`src/rtl/seq_add_9bit_pkg.sv`:
```
// Shared calculator constants: datapath width, slice geometry and the
// sequential-adder state encoding.
package seq_add_9bit_pkg;

   localparam int unsigned WIDTH     = 9;
   localparam int unsigned SLICE     = 4;
   localparam int unsigned NSLICES   = (WIDTH + SLICE - 1) / SLICE;
   localparam int unsigned PAD_W     = NSLICES * SLICE;
   localparam int unsigned LAST_BITS = WIDTH - (NSLICES - 1) * SLICE;
   localparam int unsigned IDX_W     = (NSLICES > 1) ? $clog2(NSLICES) : 1;

   typedef enum logic [1:0] {
      IDLE = 2'd0,
      ADD  = 2'd1,
      DONE = 2'd2
   } state_e;

endpackage

```
`src/rtl/seq_add_9bit_if.sv`:
```
// Start/done handshake and operand/result bus of the sequential adder.
interface seq_add_9bit_if;
   import seq_add_9bit_pkg::*;

   logic             start;
   logic [WIDTH-1:0] x;
   logic [WIDTH-1:0] y;
   logic             cin;
   logic             in_ready;
   logic             busy;
   logic             done;
   logic [WIDTH-1:0] sum;
   logic             carry;

   modport master (
      output start, x, y, cin,
      input  in_ready, busy, done, sum, carry
   );

   modport slave (
      input  start, x, y, cin,
      output in_ready, busy, done, sum, carry
   );

endinterface

```
`src/rtl/seq_add_9bit_add_slice.sv`:
```
// Combinational W-bit ripple-carry adder slice.
module seq_add_9bit_add_slice #(
   parameter int unsigned W = 4
) (
   input  logic [W-1:0] a,
   input  logic [W-1:0] b,
   input  logic         cin,
   output logic [W-1:0] sum_c,
   output logic         cout_c
);

   logic [W:0] c;

   always_comb begin
      c    = '0;
      c[0] = cin;
      for (int unsigned i = 0; i < W; i++) begin
         sum_c[i]  = a[i] ^ b[i] ^ c[i];
         c[i+1]    = (a[i] & b[i]) | (c[i] & (a[i] ^ b[i]));
      end
      cout_c = c[W];
   end

endmodule

```
`src/rtl/seq_add_9bit.sv`:
```
// Multi-cycle adder: sum = x + y + cin, one SLICE-bit slice per clock through
// a single shared slice adder, sequenced by a start/done handshake.
module seq_add_9bit
   import seq_add_9bit_pkg::*;
(
   input  logic          clk,
   input  logic          rst,
   seq_add_9bit_if.slave bus
);

   localparam logic [IDX_W-1:0] LAST_IDX = IDX_W'(NSLICES - 1);

   state_e           state_q, state_d;
   logic [WIDTH-1:0] x_q, x_d, y_q, y_d;
   logic [PAD_W-1:0] acc_q, acc_d;
   logic [IDX_W-1:0] idx_q, idx_d;
   logic             carry_int_q, carry_int_d;
   logic [WIDTH-1:0] sum_q, sum_d;
   logic             carry_q, carry_d;
   logic             done_q, done_d;
   logic             busy_q, busy_d;
   logic             in_ready_q, in_ready_d;

   logic [PAD_W-1:0] x_ext, y_ext;
   logic [SLICE-1:0] a_sel, b_sel, s_sum;
   logic             s_cout;
   logic [SLICE:0]   s_ext;
   logic             slice_carry;

   // Operand slice selection for the current index; pad bits read as zero.
   always_comb begin
      x_ext = PAD_W'(x_q);
      y_ext = PAD_W'(y_q);
      a_sel = '0;
      b_sel = '0;
      for (int unsigned i = 0; i < NSLICES; i++) begin
         if (idx_q == IDX_W'(i)) begin
            a_sel = x_ext[i*SLICE +: SLICE];
            b_sel = y_ext[i*SLICE +: SLICE];
         end
      end
   end

   seq_add_9bit_add_slice #(.W(SLICE)) u_slice (
      .a      (a_sel),
      .b      (b_sel),
      .cin    (carry_int_q),
      .sum_c  (s_sum),
      .cout_c (s_cout)
   );

   // In a partial last slice the carry out of bit WIDTH-1 lands in sum bit LAST_BITS.
   always_comb begin
      s_ext       = {s_cout, s_sum};
      slice_carry = (idx_q == LAST_IDX) ? s_ext[LAST_BITS] : s_cout;
   end

   always_comb begin
      state_d     = state_q;
      x_d         = x_q;
      y_d         = y_q;
      acc_d       = acc_q;
      idx_d       = idx_q;
      carry_int_d = carry_int_q;
      sum_d       = sum_q;
      carry_d     = carry_q;

      case (state_q)
         IDLE, DONE: begin
            if (bus.start) begin
               x_d         = bus.x;
               y_d         = bus.y;
               carry_int_d = bus.cin;
               idx_d       = '0;
               state_d     = ADD;
            end else begin
               state_d     = IDLE;
            end
         end
         ADD: begin
            for (int unsigned i = 0; i < NSLICES; i++) begin
               if (idx_q == IDX_W'(i)) acc_d[i*SLICE +: SLICE] = s_sum;
            end
            carry_int_d = slice_carry;
            idx_d       = idx_q + IDX_W'(1);
            if (idx_q == LAST_IDX) begin
               sum_d   = acc_d[WIDTH-1:0];
               carry_d = slice_carry;
               state_d = DONE;
            end
         end
         default: state_d = IDLE;
      endcase

      done_d     = (state_d == DONE);
      busy_d     = (state_d == ADD);
      in_ready_d = (state_d == IDLE) || (state_d == DONE);
   end

   always_ff @(posedge clk) begin
      if (rst) begin
         state_q     <= IDLE;
         x_q         <= '0;
         y_q         <= '0;
         acc_q       <= '0;
         idx_q       <= '0;
         carry_int_q <= 1'b0;
         sum_q       <= '0;
         carry_q     <= 1'b0;
         done_q      <= 1'b0;
         busy_q      <= 1'b0;
         in_ready_q  <= 1'b1;
      end else begin
         state_q     <= state_d;
         x_q         <= x_d;
         y_q         <= y_d;
         acc_q       <= acc_d;
         idx_q       <= idx_d;
         carry_int_q <= carry_int_d;
         sum_q       <= sum_d;
         carry_q     <= carry_d;
         done_q      <= done_d;
         busy_q      <= busy_d;
         in_ready_q  <= in_ready_d;
      end
   end

   assign bus.sum      = sum_q;
   assign bus.carry    = carry_q;
   assign bus.done     = done_q;
   assign bus.busy     = busy_q;
   assign bus.in_ready = in_ready_q;

endmodule

```
`src/flat_wrapper.sv`:
```
// flat-port wrapper written by rule: the top's interface ports become plain ports
module seq_add_9bit_flat import seq_add_9bit_pkg::*;
  (clk, rst, bus_start, bus_x, bus_y, bus_cin, bus_in_ready, bus_busy, bus_done, bus_sum, bus_carry);
  seq_add_9bit_if bus_i ();
  input  logic clk;
  input  logic rst;
  input wire logic [$bits(bus_i.start)-1:0] bus_start;
  input wire logic [$bits(bus_i.x)-1:0] bus_x;
  input wire logic [$bits(bus_i.y)-1:0] bus_y;
  input wire logic [$bits(bus_i.cin)-1:0] bus_cin;
  output wire logic [$bits(bus_i.in_ready)-1:0] bus_in_ready;
  output wire logic [$bits(bus_i.busy)-1:0] bus_busy;
  output wire logic [$bits(bus_i.done)-1:0] bus_done;
  output wire logic [$bits(bus_i.sum)-1:0] bus_sum;
  output wire logic [$bits(bus_i.carry)-1:0] bus_carry;
  assign bus_i.start = bus_start;
  assign bus_i.x = bus_x;
  assign bus_i.y = bus_y;
  assign bus_i.cin = bus_cin;
  assign bus_in_ready = bus_i.in_ready;
  assign bus_busy = bus_i.busy;
  assign bus_done = bus_i.done;
  assign bus_sum = bus_i.sum;
  assign bus_carry = bus_i.carry;
  seq_add_9bit u_core (.clk(clk), .rst(rst), .bus(bus_i));
endmodule
```
`config.mk`:
```
export PLATFORM = sky130hd
export DESIGN_NAME = seq_add_9bit_flat
export DESIGN_NICKNAME = d
export VERILOG_FILES = /design/src/rtl/seq_add_9bit_pkg.sv /design/src/rtl/seq_add_9bit_if.sv /design/src/rtl/seq_add_9bit_add_slice.sv /design/src/rtl/seq_add_9bit.sv /design/src/flat_wrapper.sv
export SDC_FILE = /design/constraint.sdc
export NUM_CORES = 1
export LEC_CHECK = 0
export CORE_ASPECT_RATIO = 1.1
export CORE_MARGIN = 1.5
export CORE_UTILIZATION = 40
export DETAILED_ROUTE_END_ITERATION = 16
export SLEW_MARGIN = 10
export SYNTH_ARGS = -nofsm -noshare
export SYNTH_HDL_FRONTEND = slang
export SYNTH_SLANG_ARGS = --single-unit
```
`constraint.sdc`:
```
create_clock -name clk -period 7.3 [get_ports clk]
set_input_delay 1.46 -clock clk [delete_from_list [all_inputs] [get_ports clk]]
set_output_delay 1.46 -clock clk [all_outputs]
set_load 0.1 [all_outputs]
```
# Word level (Yosys, flattened, before mapping)
# Index checks and enable logic that the tools add are counted.
op_classes:
  n_eq_ne: 7
  mux: 17
  n_addsub: 1
  bitwise: 20
  n_reduce_logical: 9
op_table:
  columns: ["operator", "count"]
  rows:
  - ["4-bit 2-to-1 mux", 8]
  - ["1-bit AND", 8]
  - ["2-bit one-hot mux with 2 select lines", 2]
  - ["1-bit XOR", 8]
  - ["2-bit by 1-bit == test with 1-bit output (second input constant)", 3]
  - ["2-bit == test (second input constant)", 3]
  - ["2-bit zero test", 3]
  - ["2-bit AND reduction", 3]
  - ["1-bit 2-to-1 mux", 4]
  - ["2-bit 2-to-1 mux", 2]
  - ["1-bit OR", 4]
  - ["2-bit by 1-bit adder with 2-bit output (second input constant)", 1]
  - ["2-bit inequality test (second input constant)", 1]
  - ["1-bit one-hot mux with 2 select lines", 1]
  - ["2-bit nonzero test", 1]
  - ["2-bit OR reduction", 1]
  - ["1-bit logical OR", 1]
word_totals:
  out_inout_bits: 13
  ff_bits: 45
  in_bits: 22

# Depth between registers and ports, before layout
depth:
  word_depth: 15
  depth_mapped: 16
  depth_no_buf: 14

# By module
# A second synthesis with hierarchy kept.
hier_totals:
  cells_unflattened: 222
  area_unflattened_um2: 1934.4
modules_own_cells:
  columns: ["mod", "instances", "area_each_um2", "cells_per_inst"]
  rows:
  - ["seq_add_9bit", 1, 1816.7, 208]
  - ["seq_add_9bit_add_slice", 1, 117.6, 14]

# Least setup slack after synthesis
# OpenSTA, ideal clock, no wires.
synth_path:
  path_kind: "flip-flop to flip-flop"
  start: "register u_core.idx_q[0]"
  end: "register u_core.sum_q[3], in the netlist u_core.bus.sum[3]"
  period_less_slack_ns: 3.018
  t_arrival_ns: 2.950
  path_buffers: 2
  path_stages_with_launch: 17
  path_slack_ns: 4.282
  path_cell_list: "dfxtp_1 inv_1 ha_1 buf_2 buf_2 nand3b_1 a21oi_1 a21oi_1 fa_1 inv_1 fa_1 fa_1 inv_1 fa_1 nand2_1 o211ai_2 a21oi_2"
synth_between:
  elab_chain_cells: 13
synth_lines:
  columns: ["item", "line", "source"]
  rows:
  - ["from (decl)", "seq_add_9bit.sv:16", "logic [IDX_W-1:0] idx_q, idx_d;"]
  - ["from (signal assigned)", "seq_add_9bit.sv:118", "idx_q <= idx_d;"]
  - ["2-bit zero test", "seq_add_9bit.sv:37, seq_add_9bit.sv:82", null]
  - ["4-bit 2-to-1 mux (3 in series)", "seq_add_9bit.sv:37", "if (idx_q == IDX_W'(i)) begin"]
  - ["1-bit XOR", "seq_add_9bit_add_slice.sv:19", "c[i+1] = (a[i] & b[i]) | (c[i] & (a[i] ^ b[i]));"]
  - ["1-bit AND", "seq_add_9bit_add_slice.sv:19", null]
  - ["1-bit OR", "seq_add_9bit_add_slice.sv:19", null]
  - ["1-bit AND", "seq_add_9bit_add_slice.sv:19", null]
  - ["1-bit OR", "seq_add_9bit_add_slice.sv:19", null]
  - ["1-bit AND", "seq_add_9bit_add_slice.sv:19", null]
  - ["1-bit OR", "seq_add_9bit_add_slice.sv:19", null]
  - ["1-bit XOR", "seq_add_9bit_add_slice.sv:18", "sum_c[i] = a[i] ^ b[i] ^ c[i];"]
  - ["4-bit 2-to-1 mux", "seq_add_9bit.sv:82", "if (idx_q == IDX_W'(i)) acc_d[i*SLICE +: SLICE] = s_sum;"]
  - ["to (signal assigned)", "seq_add_9bit.sv:120", "sum_q <= sum_d;"]
  - ["to (decl)", "seq_add_9bit.sv:18", "logic [WIDTH-1:0] sum_q, sum_d;"]
# Several ways; a longest one is shown, not always the timed one.
# A chain may end at the register's enable or synchronous reset.

# Final worst setup path
layout_path:
  start: "register u_core.idx_q[1]"
  end: "register u_core.sum_q[7], in the netlist u_core.bus.sum[7]"
layout_between:
  elab_chain_cells: 13
layout_lines:
  columns: ["item", "line"]
  rows:
  - ["2-bit zero test", "seq_add_9bit.sv:37"]
  - ["4-bit 2-to-1 mux (3 in series)", "seq_add_9bit.sv:37"]
  - ["1-bit XOR", "seq_add_9bit_add_slice.sv:19"]
  - ["1-bit AND", "seq_add_9bit_add_slice.sv:19"]
  - ["1-bit OR", "seq_add_9bit_add_slice.sv:19"]
  - ["1-bit AND", "seq_add_9bit_add_slice.sv:19"]
  - ["1-bit OR", "seq_add_9bit_add_slice.sv:19"]
  - ["1-bit AND", "seq_add_9bit_add_slice.sv:19"]
  - ["1-bit OR", "seq_add_9bit_add_slice.sv:19"]
  - ["1-bit XOR", "seq_add_9bit_add_slice.sv:18"]
  - ["4-bit 2-to-1 mux", "seq_add_9bit.sv:82"]
# Several ways; a longest one is shown, not always the timed one.

==> impl_metrics.csv <==
group,metric,value,unit
hold_path,min-delay-start,"u_core.bus.carry",
grt,grt_pass1_wl,6770,um
setup_path,setup.worst_path.start_class,"flip-flop",
synth,yosysTopAreaCell,"dfxtp_1",
timing,period_share,47.3,%
setup_path,crit_start,"u_core.idx_q[1]",
synth,synth_cell_type_count,26,
synth,ys_seq_elements,44,
clock_tree,hold_buffers,0,
die,rows,26,
setup_path,r2r_start,"u_core.idx_q[1]",
place,post-dp-hpwl,2600,um
die,ios,35,
clock_tree,htreeDepth,2,
outcome,status,"complete, no violations",
place,io_buffers,34,
route,vias,1534,
pwr,leakage,0.000833,uW
clock_tree,clock-sinks,44,
run,cap_violations,0,
timing,rsz0062_at_grt,"false",
die,die_x,69.7,um
timing,fin_tns_setup,0,ps
synth,syn-mean-instance-area,8.55,um2
grt,grt_antenna_before_repair,0,
setup_path,required,7530,ps
finish,multi_input_area,950,um2
synth,syn_area,0.00196,mm2
timing,fin_skew,6.10,ps
timing,period_needed,3450,ps
setup_path,critPathKind,"reg2reg",
timing,slew_violations,0,
finish,regArea,881,um2
clock_tree,cts_tree,"done",
pwr,irDropWorstVdd,0.117,mV
finish,n_antenna_cell,0,
synth,yosysWarnings,0,
clock_tree,cts_buffer_depth,2,
synth,yosys-top-cells-area,"dfxtp_1, nand2_1, a21oi_1, fa_1, mux2i_1",
synth,syn_inst,229,
finish,fillers,498,
clock_tree,clk_pin_slew,80,ps
die,core,0.00468,mm2
pwr,p_total,487,uW
route,vias_per_cell,4.96,
finish,stdcell_area,0.00234,mm2
clock_tree,ctsResizeCount,0,
synth,synth_top_area_share,45.0,%
place,gp_congestion,0.717,
route,routed_wl,3780,um
route,drt_iter0_markers,50,
setup_path,crit_fanout,23,
finish,layout.nets,282,
synth,seq_area_frac_synth,45.0,%
grt,grt_max_degree,45,
route,dr.pass1.iters,4,
route,drcViolationCount,0,
hold_path,hold_class,"reg2reg",
hold_path,whs_path_depth,2,
synth,syn-num-nets,258,
die,die_h,76.4,um
finish,final_layout_size_suffix_gt1_share,5.14,%
clock_tree,cts_buffers,5,
timing,relSlewSlack,35.3,%
timing,max_freq,290,MHz
setup_path,r2r_cells,14,
grt,gr-total-overflow,0,
route,ant_nets,0,
die,die_area,0.00532,mm2
setup_path,worstPathArrival,3680,ps
pwr,powerDensity,208,mW/mm2
clock_tree,clock_latency,290,ps
clock_tree,clk_root_buffer_cell,"clkbuf_8",
finish,postLayoutCoreUtil,50.1,%
finish,areaGrowthSynthToFinish,19.7,%
timing,finalSetupViolations,0,
grt,grt.total_usage,15.7,%
setup_path,endpoint_kind,"flip-flop",
clock_tree,post_cts_buffers,0,
grt,grt_pass1_vias,1498,
timing,worst_pin_slew,967,ps
die,start_util,41.8,%
route,wire_per_inst,12.2,um
timing,hold_viol,0,
place,place_area,0.00227,mm2
-- final cells by class --
cell class / instances / share of cell area [%]
tap: 56 / 2.99
clock inverter: 1 / 0.213
multi-input combinational: 162 / 40.5
timing repair buffer: 35 / 14.8
inverter: 5 / 0.800
clock buffer: 6 / 3.09
sequential: 44 / 37.6
-- synth_stat cells (all sizes together) --
cell type	count
a211oi	10
a21oi	33
a311oi	1
and2b	1
and3b	3
buf	13
clkbuf	5
dfxtp	44
fa	4
ha	3
inv	5
mux2i	8
nand2	58
nand2b	6
nand3	2
nand3b	8
nor2	16
nor2b	2
o211ai	4
o21ai	3
-- power breakdown --
part	internal, uW	total [uW]	switching (uW)
clock	65.1	143	77.5
combinational	34.2	86.0	51.8
sequential	252	258	6.59
-- per-layer routing --
metal / vias to the layer above / GRT usage [%] / share of wire, %
met5: - / 0 / 0
li1: 806 / - / -
met1: 695 / 19.4 / 47
met2: 27 / 26.3 / 48
met3: 6 / 3.97 / 3.3
met4: 0 / 5.77 / 1.9
-- placed cells by master, fill, tap and decap left out, drive strengths merged --
cell,synthesis,final
nand2,58,58
dfxtp,44,44
clkdlybuf4s50,0,34
a21oi,33,33
nor2,16,16
a211oi,10,10
nand3b,8,8
mux2i,8,8
nand2b,6,6
clkbuf,5,6
inv,5,5
fa,4,4
o211ai,4,4
o21ai,3,3
and3b,3,3
ha,3,3
nor2b,2,2
nand3,2,2
and2b,1,1
a311oi,1,1
clkinv,0,1
buf,13,1
-- stage by stage --
step	setup slack, ps	cells	hold WS, ps
finish	3850	309	456
global route	3540	309	481
CTS	3810	309	457
detailed placement	3840	302	446
global placement	3940	302	444
floorplan	4280	229	436
-- critical path, stage by stage, from the launching register on --
cell and delay (ps):
dfxtp_1 330, inv_1 80, ha_1 610, nand3b_1 190, a21oi_1 70, a21oi_1 190, fa_1 200, inv_1 50
fa_1 390, fa_1 380, inv_1 70, fa_1 470, nand2_1 100, o211ai_1 90, a21oi_1 160
-- final timing paths --
check,endpoint,slack [ps]
worst min-delay path,u_core.bus.carry,460
worst max register to register,u_core.bus.sum[7],3850
worst min register to register,u_core.bus.carry,460
worst max-delay path,u_core.bus.sum[7],3850
-- sequential cells by signal (all words and copies together) (netlist names) --
signal	count
u_core.x_q	9
u_core.bus.sum	9
u_core.idx_q	2
u_core.state_q	2
u_core.acc_q	8
u_core.y_q	9
u_core.bus.busy	1
u_core.bus.in_ready	1
u_core.carry_int_q	1
u_core.bus.done	1
u_core.bus.carry	1
-- logic make-up (layout without fill, tap and decap cells) --
| kind of cell | Yosys count | in the layout | synth area share (%) |
|---|---|---|---|
| muxes | 8 | 8 | 4.09 |
| DFF | 44 | 44 | 45.0 |
| AOI/OAI and AO/OA | 51 | 51 | 16.4 |
| and+or+nand+nor | 96 | 96 | 22.0 |
| buffers and inverters | 23 | 47 | 6.52 |
| adders and majority gates | 7 | 7 | 6.01 |
Power figures use the tool's default switching activity.
